==> src/rtl/led_scheduler.sv <==
// Five-LED pattern sequencer with global PWM brightness for the iCEstick.
// Commands arrive on a valid/ready port and take effect only on step-tick boundaries.
//
//   state  | meaning
//   S_IDLE | mode OFF, LEDs dark; a command applies immediately
//   S_RUN  | pattern advances on each tick; a command is latched
//   S_PEND | latched command waits for the next tick, cmd_ready low
module led_scheduler #(
  parameter int STEP_DIV = 3000000,
  parameter int PWM_BITS = 4
) (
  input  logic                clk,
  input  logic                rstn,
  input  logic                cmd_valid,
  output logic                cmd_ready,
  input  logic [1:0]          cmd_mode,
  input  logic [PWM_BITS-1:0] cmd_level,
  output logic                busy,
  output logic                D1,
  output logic                D2,
  output logic                D3,
  output logic                D4,
  output logic                D5
);

  localparam int STEP_W = $clog2(STEP_DIV);
  localparam logic [STEP_W-1:0] STEP_LAST = STEP_W'(STEP_DIV - 1);

  localparam logic [1:0] M_OFF   = 2'd0;
  localparam logic [1:0] M_ALL   = 2'd1;
  localparam logic [1:0] M_CHASE = 2'd2;
  localparam logic [1:0] M_BLINK = 2'd3;

  typedef enum logic [1:0] {S_IDLE, S_RUN, S_PEND} state_t;

  state_t              r_state;
  logic [1:0]          r_mode;
  logic [PWM_BITS-1:0] r_level;
  logic [1:0]          r_pend_mode;
  logic [PWM_BITS-1:0] r_pend_level;
  logic [4:0]          r_pattern;
  logic [4:0]          r_led;
  logic [STEP_W-1:0]   r_step_cnt;
  logic [PWM_BITS-1:0] r_pwm_cnt;
  logic                r_busy;
  logic                r_ready;

  logic w_tick;
  logic w_xfer;
  logic w_pwm_on;

  assign w_tick   = (r_step_cnt == STEP_LAST);
  assign w_xfer   = cmd_valid & r_ready;
  assign w_pwm_on = (r_pwm_cnt <= r_level);

  function automatic logic [4:0] entry_pattern(input logic [1:0] m);
    case (m)
      M_ALL:   entry_pattern = 5'b11111;
      M_CHASE: entry_pattern = 5'b10001;
      M_BLINK: entry_pattern = 5'b11111;
      default: entry_pattern = 5'b00000;
    endcase
  endfunction

  // Pattern bit 0 drives D1; CHASE rotates D1..D4 and keeps D5 lit.
  function automatic logic [4:0] next_pattern(input logic [1:0] m, input logic [4:0] p);
    case (m)
      M_CHASE: next_pattern = {1'b1, p[2:0], p[3]};
      M_BLINK: next_pattern = ~p;
      default: next_pattern = p;
    endcase
  endfunction

  always_ff @(posedge clk or negedge rstn) begin
    if (!rstn) r_pwm_cnt <= '0;
    else       r_pwm_cnt <= r_pwm_cnt + 1'b1;
  end

  always_ff @(posedge clk or negedge rstn) begin
    if (!rstn) begin
      r_state      <= S_IDLE;
      r_mode       <= M_OFF;
      r_level      <= '1;
      r_pend_mode  <= M_OFF;
      r_pend_level <= '1;
      r_pattern    <= 5'b00000;
      r_led        <= 5'b00000;
      r_step_cnt   <= '0;
      r_busy       <= 1'b0;
      r_ready      <= 1'b0;
    end else begin
      r_led      <= r_pattern & {5{w_pwm_on}};
      r_step_cnt <= w_tick ? '0 : r_step_cnt + 1'b1;
      case (r_state)
        S_IDLE: begin
          r_ready <= 1'b1;
          if (w_xfer) begin
            r_mode     <= cmd_mode;
            r_level    <= cmd_level;
            r_pattern  <= entry_pattern(cmd_mode);
            r_step_cnt <= '0;
            if (cmd_mode != M_OFF) r_state <= S_RUN;
          end
        end
        S_RUN: begin
          if (w_xfer) begin
            r_pend_mode  <= cmd_mode;
            r_pend_level <= cmd_level;
            r_busy       <= 1'b1;
            r_ready      <= 1'b0;
            r_state      <= S_PEND;
          end
          // A command landing on the tick cycle is only latched; the step still advances.
          if (w_tick) r_pattern <= next_pattern(r_mode, r_pattern);
        end
        S_PEND: begin
          if (w_tick) begin
            r_mode     <= r_pend_mode;
            r_level    <= r_pend_level;
            r_pattern  <= entry_pattern(r_pend_mode);
            r_step_cnt <= '0;
            r_busy     <= 1'b0;
            r_ready    <= 1'b1;
            r_state    <= (r_pend_mode == M_OFF) ? S_IDLE : S_RUN;
          end
        end
        default: r_state <= S_IDLE;
      endcase
    end
  end

  assign cmd_ready = r_ready;
  assign busy      = r_busy;
  assign D1        = r_led[0];
  assign D2        = r_led[1];
  assign D3        = r_led[2];
  assign D4        = r_led[3];
  assign D5        = r_led[4];

endmodule

==> config.mk <==
export PLATFORM = sky130hd
export DESIGN_NAME = led_scheduler
export DESIGN_NICKNAME = d
export VERILOG_FILES = /design/src/rtl/led_scheduler.sv
export SDC_FILE = /design/constraint.sdc
export NUM_CORES = 1
export LEC_CHECK = 0
export CORE_AREA = 2 2 73 75
export DETAILED_ROUTE_END_ITERATION = 7
export DIE_AREA = 0 0 75 77
export DONT_BUFFER_PORTS = 1
export PLACE_DENSITY_LB_ADDON = 0.2
export SKIP_CTS_REPAIR_TIMING = 1
export SLEW_MARGIN = 0
export SYNTH_ARGS = -nofsm -noshare
export SYNTH_HDL_FRONTEND = slang
export SYNTH_SLANG_ARGS = --single-unit
==> constraint.sdc <==
create_clock -name clk -period 6.45 [get_ports clk]
set_input_delay 1.29 -clock clk [delete_from_list [all_inputs] [get_ports clk]]
set_output_delay 1.29 -clock clk [all_outputs]
set_load 0.05 [all_outputs]
==> flow_metrics.tcl <==
set metrics [dict create \
    worstSetupStartpointType "flop" \
    synth_area_sq_um 2630 \
    grt_pass1_wl_um 7980 \
    grt_max_degree 53 \
    netlist.area_leader.share_pct 41.8 \
    layout.nets 271 \
    hold_class "reg -> reg" \
    routedWlPerCell_um 14.2 \
    io_pins 16 \
    start_util_pct 52.9 \
    die_h_um 77 \
    cts_made_buffers 5 \
    cts_buffer_depth 2 \
    overflow 0 \
    via_per_inst 5.50 \
    hpwlAfterDp_um 3190 \
    antenna_found_initial 0 \
    routed_wl_um 4580 \
    cap_viol_max_count 0 \
    yosysTopAreaCell "dfrtp_1" \
    numClockSinks 52 \
    htree_levels 2 \
    diodes 0 \
    setup_tns_ns 0 \
    cts-root-buf "clkbuf_8" \
    gp_congestion 0.792 \
    core_sq_um 4980 \
    crit_path_end_kind "output pin" \
    mostFrequentLayoutCells "dfrtp_1, nor2_1, mux2_2, inv_1, o21ai_0" \
    vdd_drop_max_mv 0.150 \
    io_buffers 0 \
    relSlewSlack_pct 54.2 \
    dieWidth_um 75 \
    startpoint "cmd_ready" \
    status "complete, no violations" \
    synth_fp_nets 269 \
    cp_max_fo 6 \
    vias 1776 \
    tritoncts "yes" \
    clk_pin_slew_ns 0.10 \
    finalCritPeriodShare_pct 36.2 \
    synth.area.top_cells "dfrtp_1, dfstp_2, mux2_2, ha_1, nor2_1" \
    cp.required_ns 5.16 \
    r2r-start "r_step_cnt[6]" \
    yosysWarningCount 0 \
    hp-start "r_step_cnt[0]" \
    synth_seq_cells 52 \
    ys.flop_type "dfrtp_1" \
    pwr_density_cell_nw_per_um2 435 \
    synth_cells 250 \
    stdcell_area_sq_um 2840 \
    globalRouteTotalUtil_pct 18.0 \
    dpl_cell_area_sq_um 2710 \
    ant_nets 0 \
    leakage_nw 1.19 \
    drive_above_1_share_pct 15.4 \
    layout_commonest_cell "dfrtp_1" \
    setup_viol 0 \
    crit_type "reg -> out" \
    slew_viol_final 0 \
    clock_latency_ns 0.31 \
    synth_cell_types 41 \
    firstDrtPassIters 4 \
    grt_pass1_vias 1717 \
    period_needed_ns 2.33 \
    fin_skew_ns 0.0188 \
    design.die.area_sq_um 5780 \
    num_rows 26 \
    crit_arrival_ns 1.04 \
    syn2layout_area_growth_pct 8.08 \
    fin_util_pct 57.1 \
    yosysSeqAreaShare_pct 49.8 \
    syn_avg_cell_area_sq_um 10.5 \
    worstMarginPinSlew_ns 0.686 \
    rsz0062_at_grt "no" \
    drt_iter0_drc 107 \
    fmax_mhz 429 \
    hold_viol 0 \
    synth_edf_count 0 \
    drc_errors 0 \
    synthArstFlopShare_pct 100 \
]
[path summary, 6_finish.rpt]
path,to,slack (ns),cells after the start
worst max register to register,r_mode[0],4.22,5
worst min-delay path,r_step_cnt[0],0.49,1
max in group asynchronous,r_level[0],5.59,0
worst min register to register,r_step_cnt[0],0.49,1
min in group asynchronous,r_led[1],0.66,0
worst max-delay path,cmd_ready,4.12,0
[cells by family after synthesis]
| family | Yosys count | synth area share (%) |
|---|---|---|
| mux | 23 | 9.46 |
| simple gates | 91 | 18.0 |
| compound gates | 35 | 8.75 |
| flops | 52 | 49.8 |
| fa+ha+maj | 10 | 4.76 |
| xor+xnor | 19 | 6.32 |
| buf+inv | 20 | 2.85 |
[metrics by stage]
step	std cells	power (W)	hold WS [ns]	worst slack, ns
detailed placement	315	0.000988	0.478	4.08
finish	323	0.00124	0.490	4.12
global placement	315	0.000975	0.469	4.11
floorplan	250	0.000900	0.441	4.14
global route	323	0.00133	0.520	4.07
CTS	323	0.00125	0.493	4.10
[sequential cells by signal, summed over array words and instances (netlist names)]
name          flops
r_step_cnt       22
r_led             5
r_pattern         5
r_level           4
r_pend_level      4
r_pwm_cnt         4
r_mode            2
r_pend_mode       2
r_state           2
busy              1
cmd_ready         1
[report_power, final]
group | internal (W) | switching, W | leakage, nW
registers | 0.000442 | 0.000142 | 0.649
logic | 0.000190 | 0.000204 | 0.471
clock network | 0.000155 | 0.000106 | 0.0654
total | 0.000787 | 0.000451 | 1.19
[area by class of cell]
class | instances | area, sq um
repair buffers | 1 | 7.51
inverters | 14 | 52.6
fillers | 448 | 2130
clock buffers | 6 | 72.6
multi-input cells | 178 | 1250
flip-flops and latches | 52 | 1310
well taps | 70 | 87.6
clock inverters | 2 | 60.1
[per-layer routing]
layer	global-route usage [%]	wire [um]
met4	5.71	63
met5	0	0
met1	24.0	2130
met2	28.7	2190
met3	4.20	196
[cell usage after synthesis, types with 6 or more instances]
cell and number:
nand2_1 12, mux2i_1 8, ha_1 10, nand3_1 11
nand4_1 6, xnor2_1 12, nor3_1 6, inv_1 14
dfstp_2 8, dfrtp_1 44, mux2_2 15, o21ai_0 13
xor2_1 7, and2_1 9, a21oi_1 7, nor2_1 28
Power figures use the tool's default switching activity.
